$ cat config.mk
export PLATFORM = sky130hd
export DESIGN_NAME = fetch_prefetch_unit
export DESIGN_NICKNAME = d
export VERILOG_FILES = /design/src/rtl/fetch_prefetch_unit_pkg.sv /design/src/rtl/fetch_prefetch_unit_fifo.sv /design/src/rtl/fetch_prefetch_unit.sv
export SDC_FILE = /design/constraint.sdc
export NUM_CORES = 1
export LEC_CHECK = 0
export ABC_AREA = 1
export BUFFER_PORTS_ARGS = -buffer_cell sky130_fd_sc_hd__buf_2
export CORE_UTILIZATION = 50
export DETAILED_ROUTE_END_ITERATION = 7
export HOLD_SLACK_MARGIN = 0.08
export MAX_ROUTING_LAYER = met4
export PLACE_DENSITY = 0.7
export SLEW_MARGIN = 40
export SYNTH_ARGS = -nofsm -noshare
export SYNTH_HDL_FRONTEND = slang
export SYNTH_SLANG_ARGS = --single-unit
$ cat constraint.sdc
create_clock -name CLK -period 10.15 [get_ports CLK]
set_input_delay 1.015 -clock CLK [delete_from_list [all_inputs] [get_ports CLK]]
set_output_delay 1.015 -clock CLK [all_outputs]
set_load 0.005 [all_outputs]
$ cat src/rtl/fetch_prefetch_unit_pkg.sv
// Shared types and constants for the instruction-fetch front end.
package fetch_pkg;

    localparam int ADDR_W  = 64;
    localparam int INST_W  = 32;
    localparam int PC_STEP = 4;

    typedef enum logic [1:0] {
        LOAD,
        IDLE,
        REQ,
        DRAIN
    } fetch_state_t;

    typedef struct packed {
        logic [ADDR_W-1:0] pc;
        logic [INST_W-1:0] inst;
    } fetch_entry_t;

    // Sequential successor of a fetch address; wraps modulo 2^ADDR_W.
    function automatic logic [ADDR_W-1:0] next_pc(input logic [ADDR_W-1:0] pc);
        return pc + ADDR_W'(PC_STEP);
    endfunction

endpackage

$ cat src/rtl/fetch_prefetch_unit_fifo.sv
// Prefetch FIFO holding {pc, inst} entries; head is a register so the
// output word and PC appear with the same timing as the count.
module fetch_fifo
    import fetch_pkg::*;
#(
    parameter  int DEPTH = 4,
    localparam int CNT_W = $clog2(DEPTH + 1)
) (
    input  logic             clk,
    input  logic             rst,
    input  logic             push,
    input  fetch_entry_t     push_data,
    input  logic             pop,
    input  logic             flush,
    output logic [CNT_W-1:0] count,
    output fetch_entry_t     head
);

    localparam int PTR_W = (DEPTH > 1) ? $clog2(DEPTH) : 1;

    fetch_entry_t     r_mem [DEPTH];
    fetch_entry_t     r_head;
    logic [PTR_W-1:0] r_rd;
    logic [PTR_W-1:0] r_wr;
    logic [CNT_W-1:0] r_count;
    logic [PTR_W-1:0] w_rd_nxt;
    logic [CNT_W-1:0] w_cnt_after_pop;
    logic [CNT_W-1:0] w_cnt_nxt;
    logic             w_pop;
    logic             w_push;

    assign w_pop           = pop && (r_count != '0);
    assign w_push          = push && ((r_count != CNT_W'(DEPTH)) || w_pop);
    assign w_rd_nxt        = r_rd + PTR_W'(w_pop);
    assign w_cnt_after_pop = r_count - CNT_W'(w_pop);
    assign w_cnt_nxt       = w_cnt_after_pop + CNT_W'(w_push);

    // Storage array: write the pushed entry at the tail slot.
    always_ff @(posedge clk) begin
        if (w_push && !flush) begin
            r_mem[r_wr] <= push_data;
        end
    end

    // Pointer and occupancy bookkeeping; flush empties the queue outright.
    always_ff @(posedge clk or posedge rst) begin
        if (rst) begin
            r_rd    <= '0;
            r_wr    <= '0;
            r_count <= '0;
        end else if (flush) begin
            r_rd    <= '0;
            r_wr    <= '0;
            r_count <= '0;
        end else begin
            r_rd    <= w_rd_nxt;
            r_wr    <= r_wr + PTR_W'(w_push);
            r_count <= w_cnt_nxt;
        end
    end

    // Head register: follows the next head, bypassing a push into an empty
    // queue, and keeps its last value whenever the queue goes empty.
    always_ff @(posedge clk or posedge rst) begin
        if (rst) begin
            r_head <= '0;
        end else if (!flush && (w_cnt_nxt != '0)) begin
            r_head <= (w_cnt_after_pop == '0) ? push_data : r_mem[w_rd_nxt];
        end
    end

    assign count = r_count;
    assign head  = r_head;

endmodule

$ cat src/rtl/fetch_prefetch_unit.sv
// Fetch front end: sequential PC generation, single-outstanding memory
// request handshake, prefetch buffering and redirect/flush handling.
module fetch_prefetch_unit
    import fetch_pkg::*;
#(
    parameter int DEPTH = 4
) (
    input  logic              CLK,
    input  logic              reset,
    input  logic [ADDR_W-1:0] startpc,
    input  logic              redirect,
    input  logic [ADDR_W-1:0] redirect_pc,
    output logic              imem_req,
    output logic [ADDR_W-1:0] imem_addr,
    input  logic              imem_ack,
    input  logic [INST_W-1:0] imem_data,
    output logic              inst_valid,
    input  logic              inst_ready,
    output logic [INST_W-1:0] instruction,
    output logic [ADDR_W-1:0] inst_pc
);

    localparam int CNT_W = $clog2(DEPTH + 1);

    fetch_state_t      r_state;
    fetch_state_t      w_state_nxt;
    logic              r_req;
    logic              w_req_nxt;
    logic [ADDR_W-1:0] r_addr;
    logic [ADDR_W-1:0] w_addr_nxt;
    logic [ADDR_W-1:0] r_fetch_pc;
    logic [ADDR_W-1:0] w_fetch_pc_nxt;
    logic [CNT_W-1:0]  w_count;
    fetch_entry_t      w_head;
    fetch_entry_t      w_push_entry;
    logic              w_valid;
    logic              w_flush;
    logic              w_push;
    logic              w_pop;
    logic              w_room_idle;
    logic              w_room_ack;

    // Redirect beats an ack push, which beats a pop; LOAD ignores redirect.
    assign w_valid      = (w_count != '0);
    assign w_flush      = redirect && (r_state != LOAD);
    assign w_push       = (r_state == REQ) && imem_ack && !w_flush;
    assign w_pop        = inst_ready && w_valid && !w_flush;
    assign w_push_entry = {r_fetch_pc, imem_data};

    // A new request only goes out if its eventual ack is guaranteed a slot.
    assign w_room_idle  = (w_count - CNT_W'(w_pop)) < CNT_W'(DEPTH);
    assign w_room_ack   = (w_count + CNT_W'(1) - CNT_W'(w_pop)) < CNT_W'(DEPTH);

    fetch_fifo #(
        .DEPTH(DEPTH)
    ) u_fifo (
        .clk       (CLK),
        .rst       (reset),
        .push      (w_push),
        .push_data (w_push_entry),
        .pop       (w_pop),
        .flush     (w_flush),
        .count     (w_count),
        .head      (w_head)
    );

    // FSM state register.
    always_ff @(posedge CLK or posedge reset) begin
        if (reset) begin
            r_state <= LOAD;
        end else begin
            r_state <= w_state_nxt;
        end
    end

    // Next-state, request and fetch-PC decisions.
    always_comb begin
        w_state_nxt    = r_state;
        w_req_nxt      = r_req;
        w_addr_nxt     = r_addr;
        w_fetch_pc_nxt = r_fetch_pc;
        case (r_state)
            LOAD: begin
                w_fetch_pc_nxt = startpc;
                w_state_nxt    = IDLE;
            end
            IDLE: begin
                if (redirect) begin
                    w_fetch_pc_nxt = redirect_pc;
                end else if (w_room_idle) begin
                    w_req_nxt   = 1'b1;
                    w_addr_nxt  = r_fetch_pc;
                    w_state_nxt = REQ;
                end
            end
            REQ: begin
                if (redirect) begin
                    w_fetch_pc_nxt = redirect_pc;
                    if (imem_ack) begin
                        w_req_nxt   = 1'b0;
                        w_state_nxt = IDLE;
                    end else begin
                        w_state_nxt = DRAIN;
                    end
                end else if (imem_ack) begin
                    w_fetch_pc_nxt = next_pc(r_fetch_pc);
                    if (w_room_ack) begin
                        w_addr_nxt = next_pc(r_fetch_pc);
                    end else begin
                        w_req_nxt   = 1'b0;
                        w_state_nxt = IDLE;
                    end
                end
            end
            DRAIN: begin
                if (redirect) begin
                    w_fetch_pc_nxt = redirect_pc;
                end
                if (imem_ack) begin
                    w_req_nxt   = 1'b0;
                    w_state_nxt = IDLE;
                end
            end
            default: begin
                w_state_nxt = LOAD;
            end
        endcase
    end

    // Request and fetch-PC registers; reset drops imem_req immediately.
    always_ff @(posedge CLK or posedge reset) begin
        if (reset) begin
            r_req      <= 1'b0;
            r_addr     <= '0;
            r_fetch_pc <= '0;
        end else begin
            r_req      <= w_req_nxt;
            r_addr     <= w_addr_nxt;
            r_fetch_pc <= w_fetch_pc_nxt;
        end
    end

    assign imem_req    = r_req;
    assign imem_addr   = r_addr;
    assign inst_valid  = w_valid;
    assign instruction = w_head.inst;
    assign inst_pc     = w_head.pc;

endmodule

==> metrics.txt, run 1 <==
# TYPE chip_impl_metric gauge
chip_impl_metric{name="yosysWarningCount",unit=""} 0
chip_impl_metric{name="clock_path_buffers",unit=""} 3
chip_impl_info{name="clk_root_buffer_cell",value="sky130_fd_sc_hd__clkbuf_16"} 1
chip_impl_metric{name="die_h",unit="µm"} 247
chip_impl_metric{name="finalNetCount",unit=""} 3901
chip_impl_metric{name="drt_pre_antenna_iters",unit=""} 5
chip_impl_metric{name="rows",unit=""} 89
chip_impl_metric{name="hold-worst-slack",unit="ns"} 0.471
chip_impl_metric{name="finalHoldViolations",unit=""} 0
chip_impl_info{name="grt_most_used_layer",value="met2"} 1
chip_impl_metric{name="setup_slack",unit="ns"} 5.41
chip_impl_metric{name="globalplace.congestion",unit=""} 0.967
chip_impl_metric{name="min_period_over_period",unit="%"} 46.7
chip_impl_metric{name="routed_wirelength",unit="mm"} 86.9
chip_impl_metric{name="start_util",unit="%"} 50.7
chip_impl_metric{name="vias",unit=""} 24700
chip_impl_metric{name="synth_area",unit="µm²"} 29900
chip_impl_metric{name="avgViaCountPerCell",unit=""} 5.43
chip_impl_metric{name="pwr_density_cell",unit="nW/µm²"} 337
chip_impl_metric{name="post_route_cells_drive_above_1_share",unit="%"} 13.3
chip_impl_metric{name="min_delay_path_depth",unit=""} 2
chip_impl_info{name="synth.most_common_cell",value="sky130_fd_sc_hd__nand2_1"} 1
chip_impl_metric{name="grt_antenna_before_repair",unit=""} 0
chip_impl_metric{name="setup_violations",unit=""} 0
chip_impl_metric{name="synth_enable_flop_cells",unit=""} 384
chip_impl_info{name="post_synth_main_area_contributors",value="sky130_fd_sc_hd__edfxtp_1 39%, sky130_fd_sc_hd__dfrtp_1 20%, sky130_fd_sc_hd__nand2_1 16%"} 1
chip_impl_metric{name="synth_seq_cells",unit=""} 618
chip_impl_metric{name="groute.usage.overall",unit="%"} 29.6
chip_impl_metric{name="cp_max_fo",unit=""} 101
chip_impl_metric{name="rr_worst_depth",unit=""} 18
chip_impl_metric{name="floorplan.core_area",unit="µm²"} 59000
chip_impl_metric{name="dp_hpwl",unit="mm"} 52.5
chip_impl_metric{name="post-place-ws",unit="ns"} 5.36
chip_impl_info{name="synth.top_cells.by_count",value="1280 x sky130_fd_sc_hd__nand2_1, 436 x sky130_fd_sc_hd__nor2_1, 384 x sky130_fd_sc_hd__edfxtp_1"} 1
chip_impl_metric{name="final.fill_count",unit=""} 5308
chip_impl_info{name="yosys_most_used_dff",value="sky130_fd_sc_hd__edfxtp_1"} 1
chip_impl_metric{name="first_global_vias",unit=""} 23300
chip_impl_metric{name="worst_skew_pair.late_latency",unit="ns"} 0.60
chip_impl_metric{name="postSynthAreaPerCell",unit="µm²"} 8.57
chip_impl_metric{name="regArea",unit="µm²"} 17400
chip_impl_metric{name="setup_tns_after_final_layout",unit="ns"} 0
chip_impl_metric{name="critical_path_required",unit="ns"} 10.63
chip_impl_metric{name="period_minus_slack",unit="ns"} 4.74
chip_impl_metric{name="met1_capacity_usage_during_global_routing",unit="%"} 40.1
chip_impl_metric{name="post_cts_hold_buffer_count",unit=""} 0
chip_impl_metric{name="place_inst",unit=""} 4426
chip_impl_metric{name="number_of_buffers_inserted_during_clock_tree_synthesis",unit=""} 67
chip_impl_metric{name="max_slew_violation_total_from_the_final_report",unit=""} 0
chip_impl_info{name="rsz0062_at_grt",value="false"} 1
chip_impl_metric{name="cts-htree-levels",unit=""} 3
chip_impl_metric{name="seq_total_area_yosys",unit="%"} 58.1
chip_impl_info{name="crit_type",value="reg2reg"} 1
chip_impl_info{name="outcome",value="finished clean"} 1
chip_impl_metric{name="fp.dieArea",unit="µm²"} 60800
chip_impl_metric{name="worst_ir_drop_vdd",unit="V"} 0.000351
chip_impl_metric{name="slew_headroom",unit="%"} 42.2
chip_impl_metric{name="initialDrtViolationCount",unit=""} 2227
chip_impl_metric{name="top_area_cell_type_share_of_the_netlist_area",unit="%"} 38.5
chip_impl_metric{name="layout-area-overhead-vs-synth",unit="%"} 14.6
chip_impl_metric{name="finish.cell_count_without_fillers",unit=""} 4551
chip_impl_metric{name="syn-num-nets",unit=""} 3668
chip_impl_metric{name="fin_skew",unit="ns"} 0.0226
chip_impl_metric{name="synthArstFlopShare",unit="%"} 37.9
chip_impl_metric{name="met3_usage",unit="%"} 3.68
chip_impl_metric{name="fmaxAchievable",unit="GHz"} 0.211
chip_impl_metric{name="leakage",unit="nW"} 15.5
chip_impl_metric{name="grt_remaining_overflow",unit=""} 0
chip_impl_metric{name="worst_ep_arrival_time",unit="ns"} 5.22
chip_impl_metric{name="number_of_maximum_capacitance_violations",unit=""} 0
chip_impl_info{name="setup.worst_path.start_class",value="flop"} 1
chip_impl_metric{name="dieWidth",unit="µm"} 247
chip_impl_metric{name="post_cts.repair.setup_buffers",unit=""} 0
chip_impl_metric{name="pin_count_of_the_biggest_net_entering_global_routing",unit=""} 177
chip_impl_metric{name="synthesis.instances",unit=""} 3492
chip_impl_metric{name="max_slew.worst_pin.slew",unit="ns"} 0.867
chip_impl_metric{name="port-buffer-count",unit=""} 326
chip_impl_info{name="min-delay-path-class",value="reg2reg"} 1
chip_impl_metric{name="antenna_cells_inserted",unit=""} 0
chip_impl_info{name="cts_tree",value="done"} 1
chip_impl_metric{name="final_ant_viol_nets",unit=""} 0
chip_impl_metric{name="ioPinCount",unit=""} 327
chip_impl_metric{name="drt-wirelength-per-cell",unit="µm"} 19.1
chip_impl_metric{name="grt_first_pass_wirelength",unit="mm"} 134
chip_impl_metric{name="cts_resized",unit=""} 0
chip_impl_metric{name="clock-sinks",unit=""} 618
chip_impl_info{name="synth.largest_area_cell",value="sky130_fd_sc_hd__edfxtp_1"} 1
chip_impl_metric{name="worst_setup_hold_path_clk_slew",unit="ns"} 0.06
chip_impl_metric{name="synthDistinctLibCells",unit=""} 32
chip_impl_metric{name="register_to_register_setup_slack",unit="ns"} 5.41
chip_impl_metric{name="area_of_the_multi_input_gates",unit="µm²"} 10900
chip_impl_metric{name="drcViolationCount",unit=""} 0
chip_impl_metric{name="globalRouteMet2Util",unit="%"} 45.3
chip_impl_info{name="critical_path.endpoint_type",value="flop"} 1
[per-layer routing]
layer  vias up  part of all wire (%)
met5         -                     0
met4         0                   3.8
met3       189                   7.8
met2      1081                    46
met1     11600                    43
li1      11800                     -
[sequential cells by signal, summed over array words and instances, names as in the netlist]
register and count:
u_fifo.r_mem 384, u_fifo.head 96, imem_addr 64, r_fetch_pc 64
u_fifo.count 3, r_state 2, u_fifo.r_rd 2, u_fifo.r_wr 2
imem_req 1
[where the power goes]
group	switching, mW	total (mW)	internal, mW
logic	3.34	4.97	1.63
clock network	0.991	2.47	1.48
registers	0.749	4.13	3.38
[final timing paths]
path / start / to
max in group asynchronous: reset / u_fifo.r_rd[1]$_DFF_PP0_
hold reg to reg: u_fifo.head[1]$_DFFE_PP0P_ / u_fifo.head[1]$_DFFE_PP0P_
min in group asynchronous: reset / u_fifo.head[3]$_DFFE_PP0P_
hold / removal: u_fifo.head[1]$_DFFE_PP0P_ / u_fifo.head[1]$_DFFE_PP0P_
setup reg to reg: r_state[0]$_DFFE_PP0P_ / u_fifo.head[73]$_DFFE_PP0P_
setup / recovery: r_state[0]$_DFFE_PP0P_ / u_fifo.head[73]$_DFFE_PP0P_
[per-stage QoR]
step                      power, mW  utilization (%)  cell area (µm²)
after floorplan                7.40                -            29900
after global placement         8.96             54.0            31900
after detailed placement       9.04             54.2            32000
after CTS                      11.6             58.0            34200
after global routing           12.5             58.1            34300
final                          11.6             58.1            34300
[cells by family (layout without fill, tap and decap cells)]
logic type               Yosys count  in the layout  synth area share, %
AND/OR/NAND/NOR                 2232           2232                 31.2
XOR/XNOR                          30             30                0.878
buffers and inverters            401            687                 5.80
flip-flops                       618            618                 58.1
adder cells (fa/ha/maj)           11             11                0.460
AO/OA/AOI/OAI                    200            200                 3.58
[layout by cell type, fill, tap and decap left out, drive strengths merged]
cell type  netlist  routed
ha              11      11
buf            117     359
clkinv           1      24
edfxtp         384     384
xor2            25      25
o31ai            1       1
nand3b          97      97
nand4           17      17
bufinv           0       4
or2              8       8
nand2         1287    1287
and2             2       2
o21ai           95      95
nor2           441     441
clkbuf          78      95
nor3             7       7
nand3          373     373
inv            205     203
dfrtp          234     234
o22ai            6       6
a21oi           76      76
xnor2            5       5
a221oi           1       1
o211ai          21      21
clkinvlp         0       2
[worst max-delay path, cell delays in order, from the launching register on]
cell                       delay [ns]
sky130_fd_sc_hd__dfrtp_1         0.44
sky130_fd_sc_hd__inv_1           0.09
sky130_fd_sc_hd__ha_2            0.20
sky130_fd_sc_hd__inv_2           0.04
sky130_fd_sc_hd__buf_4           0.55
sky130_fd_sc_hd__nand2_2         0.20
sky130_fd_sc_hd__nand2_2         0.14
sky130_fd_sc_hd__inv_2           0.05
sky130_fd_sc_hd__nand2_2         0.08
sky130_fd_sc_hd__inv_2           0.08
sky130_fd_sc_hd__nand2_8         0.50
sky130_fd_sc_hd__nand2_2         0.13
sky130_fd_sc_hd__nand2_4         0.55
sky130_fd_sc_hd__clkinv_4        0.57
sky130_fd_sc_hd__buf_4           0.53
sky130_fd_sc_hd__nand2_1         0.17
sky130_fd_sc_hd__nand3_1         0.08
sky130_fd_sc_hd__nand2_1         0.08
sky130_fd_sc_hd__nand2_1         0.05
[area by class of cell]
cell class / count / share of cell area [%]
clock buffers: 95 / 5.86
well taps: 773 / 2.82
repair buffers: 359 / 5.89
multi-input cells: 2473 / 31.7
inverters: 206 / 2.31
clock inverters: 27 / 0.686
flip-flops and latches: 618 / 50.7
No activity file was read; power rests on OpenSTA's default activity.
==> run 2, diff against run 1 <==
--- a/config.mk
+++ b/config.mk
@@ -5,7 +5,7 @@
 export SDC_FILE = /design/constraint.sdc
 export NUM_CORES = 1
 export LEC_CHECK = 0
-export ABC_AREA = 1
+export ABC_AREA = 0
 export BUFFER_PORTS_ARGS = -buffer_cell sky130_fd_sc_hd__buf_2
 export CORE_UTILIZATION = 50
 export DETAILED_ROUTE_END_ITERATION = 7
==> constraint.sdc (replaced) <==
create_clock -name CLK -period 4.7 [get_ports CLK]
set_input_delay 0.47 -clock CLK [delete_from_list [all_inputs] [get_ports CLK]]
set_output_delay 0.47 -clock CLK [all_outputs]
set_load 0.005 [all_outputs]
==> run 2 against run 1 <==
The flow now finishes with violations (DRC). Sequential power increased by 110%. Register-to-register slack got worse by 4.3 ns. First-iteration DRC count increased by 7.2%. Maximum frequency increased by 31%. Combinational power increased by 78%. Worst hold slack got worse by 0.36 ns. Setup slack got worse by 4.3 ns.
==> metrics.txt, run 2 <==
# TYPE chip_impl_metric gauge
chip_impl_metric{name="power_frac_seq",unit="%"} 38.4
chip_impl_metric{name="synth_area",unit="µm²"} 27400
chip_impl_metric{name="yosysWarningCount",unit=""} 0
chip_impl_metric{name="clkPwrFrac",unit="%"} 22.8
chip_impl_metric{name="synth_compound_area_share",unit="%"} 12.1
chip_impl_metric{name="cts-htree-levels",unit=""} 3
chip_impl_info{name="setup.worst_path.start_class",value="flop"} 1
chip_impl_metric{name="dp_hpwl",unit="mm"} 51.7
chip_impl_metric{name="post_synth_mux_area_share",unit="%"} 8.19
chip_impl_metric{name="sw_frac_of_total",unit="%"} 39.8
chip_impl_metric{name="post-place-ws",unit="ns"} 1.18
chip_impl_metric{name="clock-sinks",unit=""} 618
chip_impl_metric{name="synth_xor_xnor_area_share",unit="%"} 2.68
chip_impl_metric{name="ioPinCount",unit=""} 327
chip_impl_metric{name="start_util",unit="%"} 50.8
chip_impl_metric{name="finalNetCount",unit=""} 2652
chip_impl_metric{name="worst_ep_arrival_time",unit="ns"} 4.13
chip_impl_metric{name="fmaxAchievable",unit="GHz"} 0.276
chip_impl_metric{name="cp_max_fo",unit=""} 38
chip_impl_metric{name="synthArstFlopShare",unit="%"} 37.9
chip_impl_metric{name="pin_count_of_the_biggest_net_entering_global_routing",unit=""} 105
chip_impl_metric{name="netSwitchingPower",unit="mW"} 9.09
chip_impl_metric{name="internal-power",unit="mW"} 13.7
chip_impl_metric{name="largest_reg_flops",unit=""} 384
chip_impl_info{name="outcome",value="finished, violations left"} 1
chip_impl_info{name="crit_type",value="reg2reg"} 1
chip_impl_metric{name="max_slew_violation_total_from_the_final_report",unit=""} 0
chip_impl_info{name="largest_family_of_logic_cells_by_synthesized_area",value="compound AO/OA/AOI/OAI gates"} 1
chip_impl_metric{name="synthDistinctLibCells",unit=""} 73
chip_impl_metric{name="setup_slack",unit="ns"} 1.08
chip_impl_metric{name="period_minus_slack",unit="ns"} 3.62
chip_impl_metric{name="synth_enable_flop_cells",unit=""} 384
chip_impl_metric{name="worst_skew_pair.late_latency",unit="ns"} 0.60
chip_impl_metric{name="finalHoldViolations",unit=""} 0
chip_impl_metric{name="globalplace.congestion",unit=""} 0.912
chip_impl_metric{name="setup_violations",unit=""} 0
chip_impl_metric{name="yosys.area_share.adder",unit="%"} 0.502
chip_impl_metric{name="initialDrtViolationCount",unit=""} 2388
chip_impl_metric{name="seq_total_area_yosys",unit="%"} 63.4
chip_impl_metric{name="dpl_cell_area",unit="µm²"} 29900
chip_impl_metric{name="rows",unit=""} 85
chip_impl_metric{name="dieWidth",unit="µm"} 236
chip_impl_metric{name="vias",unit=""} 20400
chip_impl_metric{name="critical_path_required",unit="ns"} 5.21
chip_impl_info{name="violations_in_the_final_reports",value="DRC"} 1
chip_impl_metric{name="top_area_cell_type_share_of_the_netlist_area",unit="%"} 42.0
chip_impl_metric{name="routed_wirelength",unit="mm"} 83.2
chip_impl_info{name="cts_tree",value="done"} 1
chip_impl_metric{name="port-buffer-count",unit=""} 326
chip_impl_info{name="rsz0062_at_grt",value="false"} 1
chip_impl_metric{name="setup_tns_after_final_layout",unit="ns"} 0
chip_impl_metric{name="synthesis.instances",unit=""} 2208
chip_impl_metric{name="first_global_vias",unit=""} 20300
chip_impl_metric{name="postSynthAreaPerCell",unit="µm²"} 12.4
chip_impl_metric{name="clock_path_buffers",unit=""} 3
chip_impl_metric{name="synth_seq_cells",unit=""} 618
chip_impl_metric{name="drt_pre_antenna_iters",unit=""} 8
chip_impl_metric{name="worst_ir_drop_vdd",unit="V"} 0.000641
chip_impl_metric{name="drcViolationCount",unit=""} 3
chip_impl_metric{name="grt_antenna_before_repair",unit=""} 3
chip_impl_metric{name="post_route_cells_drive_above_1_share",unit="%"} 28.4
chip_impl_metric{name="layout-area-overhead-vs-synth",unit="%"} 17.0
chip_impl_info{name="layout_common_cells",value="384 x sky130_fd_sc_hd__edfxtp_1, 326 x sky130_fd_sc_hd__buf_2, 233 x sky130_fd_sc_hd__dfrtp_1"} 1
chip_impl_metric{name="finalPower",unit="mW"} 22.8
chip_impl_info{name="critical_path.endpoint_type",value="flop"} 1
chip_impl_info{name="min-delay-path-class",value="in2reg"} 1
chip_impl_metric{name="pwr_density_cell",unit="nW/µm²"} 711
chip_impl_info{name="synth.most_common_cell",value="sky130_fd_sc_hd__edfxtp_1"} 1
chip_impl_metric{name="grt_remaining_overflow",unit=""} 0
chip_impl_metric{name="number_of_buffers_inserted_during_clock_tree_synthesis",unit=""} 66
chip_impl_info{name="synth.largest_area_cell",value="sky130_fd_sc_hd__edfxtp_1"} 1
chip_impl_metric{name="avgViaCountPerCell",unit=""} 6.33
chip_impl_metric{name="drt-wirelength-per-cell",unit="µm"} 25.8
chip_impl_metric{name="min_period_over_period",unit="%"} 77.1
chip_impl_metric{name="groute.usage.overall",unit="%"} 30.5
chip_impl_info{name="synth.top_cells.by_count",value="384 x sky130_fd_sc_hd__edfxtp_1, 234 x sky130_fd_sc_hd__dfrtp_1, 195 x sky130_fd_sc_hd__mux2_2"} 1
chip_impl_metric{name="comb_pwr_share",unit="%"} 38.8
chip_impl_metric{name="final_ant_viol_nets",unit=""} 0
chip_impl_metric{name="die_h",unit="µm"} 236
chip_impl_info{name="register_with_the_most_flip_flops",value="u_fifo.r_mem"} 1
chip_impl_metric{name="fp.dieArea",unit="µm²"} 55800
chip_impl_metric{name="post_synth_and_or_nand_nor_area_fraction",unit="%"} 10.1
chip_impl_metric{name="syn-num-nets",unit=""} 2384
chip_impl_metric{name="slew_headroom",unit="%"} 48.8
chip_impl_metric{name="min_delay_path_depth",unit=""} 1
chip_impl_metric{name="fin_skew",unit="ns"} 0.0225
chip_impl_metric{name="fin_area",unit="µm²"} 32100
chip_impl_info{name="post_synth_main_area_contributors",value="sky130_fd_sc_hd__edfxtp_1 42%, sky130_fd_sc_hd__dfrtp_1 21%, sky130_fd_sc_hd__mux2_2 8.0%"} 1
chip_impl_metric{name="leakage",unit="nW"} 12.0
chip_impl_metric{name="worst_setup_hold_path_clk_slew",unit="ns"} 0.06
chip_impl_metric{name="number_of_maximum_capacitance_violations",unit=""} 0
chip_impl_metric{name="max_slew.worst_pin.slew",unit="ns"} 0.768
chip_impl_metric{name="grt_first_pass_wirelength",unit="mm"} 124
chip_impl_metric{name="floorplan.core_area",unit="µm²"} 54000
chip_impl_info{name="final_common_cell",value="sky130_fd_sc_hd__edfxtp_1"} 1
chip_impl_info{name="clk_root_buffer_cell",value="sky130_fd_sc_hd__clkbuf_16"} 1
chip_impl_metric{name="rr_worst_depth",unit=""} 13
chip_impl_info{name="yosys_most_used_dff",value="sky130_fd_sc_hd__edfxtp_1"} 1
[run 2: metrics by stage]
stage	instances	util [%]	hold slack, ns
after floorplan	2208	-	0.471
after global placement	3102	55.3	0.461
after detailed placement	3103	55.3	0.466
after CTS	3225	59.4	0.0807
after global routing	3228	59.4	0.0963
final	3229	59.4	0.109
[run 2: layer usage]
| layer | vias up | share of wire [%] | routed length [µm] | track usage [%] |
|---|---|---|---|---|
| met5 | - | 0 | 0 | - |
| met4 | 0 | 3.2 | 2700 | 11.9 |
| met3 | 170 | 10 | 8370 | 6.75 |
| met2 | 1208 | 47 | 38900 | 46.3 |
| met1 | 10100 | 40 | 33300 | 40.0 |
| li1 | 8910 | - | - | - |
[run 2: path summary, 6_finish.rpt]
kind / to / slack, ns / from
worst max-delay path: u_fifo.head[29]$_DFFE_PP0P_ / 1.08 / r_state[0]$_DFFE_PP0P_
worst min register to register: imem_addr[3]$_DFFE_PP0P_ / 0.47 / imem_addr[3]$_DFFE_PP0P_
worst max register to register: u_fifo.head[29]$_DFFE_PP0P_ / 1.08 / r_state[0]$_DFFE_PP0P_
min in group asynchronous: u_fifo.head[30]$_DFFE_PP0P_ / 0.54 / reset
worst min-delay path: u_fifo.r_mem[0][21]$_DFFE_PP_ / 0.11 / imem_data[21]
max in group asynchronous: u_fifo.head[71]$_DFFE_PP0P_ / 3.02 / reset
[run 2: cells by family (layout without fill, tap and decap cells)]
logic type,count (synthesis),count (layout)
compound gates,499,499
xor+xnor,83,83
fa+ha+maj,11,11
buf+inv,205,526
flops,618,618
mux,200,200
other cells,0,4
simple gates,592,592
[run 2: power groups by stage]
| stage | Sequential, mW | Combinational, mW | Clock [mW] |
|---|---|---|---|
| 6_report | 8.77 | 8.85 | 5.22 |
| 3_5_place_dp | 8.81 | 8.72 | 0 |
| 5_1_grt | 8.90 | 9.57 | 5.50 |
| 3_3_place_gp | 8.74 | 8.50 | 0 |
| 4_1_cts | 8.72 | 8.78 | 5.27 |
| 2_1_floorplan | 8.08 | 5.95 | 0 |
[run 2: worst max-delay path: stages (launching register included)]
cell and delay, ns:
sky130_fd_sc_hd__dfrtp_1 0.42, sky130_fd_sc_hd__inv_1 0.19, sky130_fd_sc_hd__ha_4 0.35, sky130_fd_sc_hd__nand2b_1 0.32, sky130_fd_sc_hd__nand3_1 0.16, sky130_fd_sc_hd__inv_1 0.08
sky130_fd_sc_hd__ha_1 0.14, sky130_fd_sc_hd__ha_1 0.15, sky130_fd_sc_hd__xor2_1 0.25, sky130_fd_sc_hd__nor3_2 0.14, sky130_fd_sc_hd__nor2b_4 0.62, sky130_fd_sc_hd__buf_12 0.34
sky130_fd_sc_hd__a222oi_1 0.14, sky130_fd_sc_hd__a21oi_1 0.20
[run 2: final cells by class]
cell class / count / area, µm²
fillers: 4320 / 21900
flip-flops and latches: 618 / 17400
multi-input cells: 1385 / 9350
repair buffers: 384 / 2220
clock buffers: 95 / 1980
well taps: 696 / 871
clock inverters: 26 / 203
inverters: 21 / 82.6
diodes: 4 / 10.0
[run 2: repair_timing]
item | 4_1_cts | 5_1_grt
hold buffers | 1 | 0
endpoints found under the hold margin | 19 | 0
resized for setup | 0 | 0
buffers inserted | 0 | 0
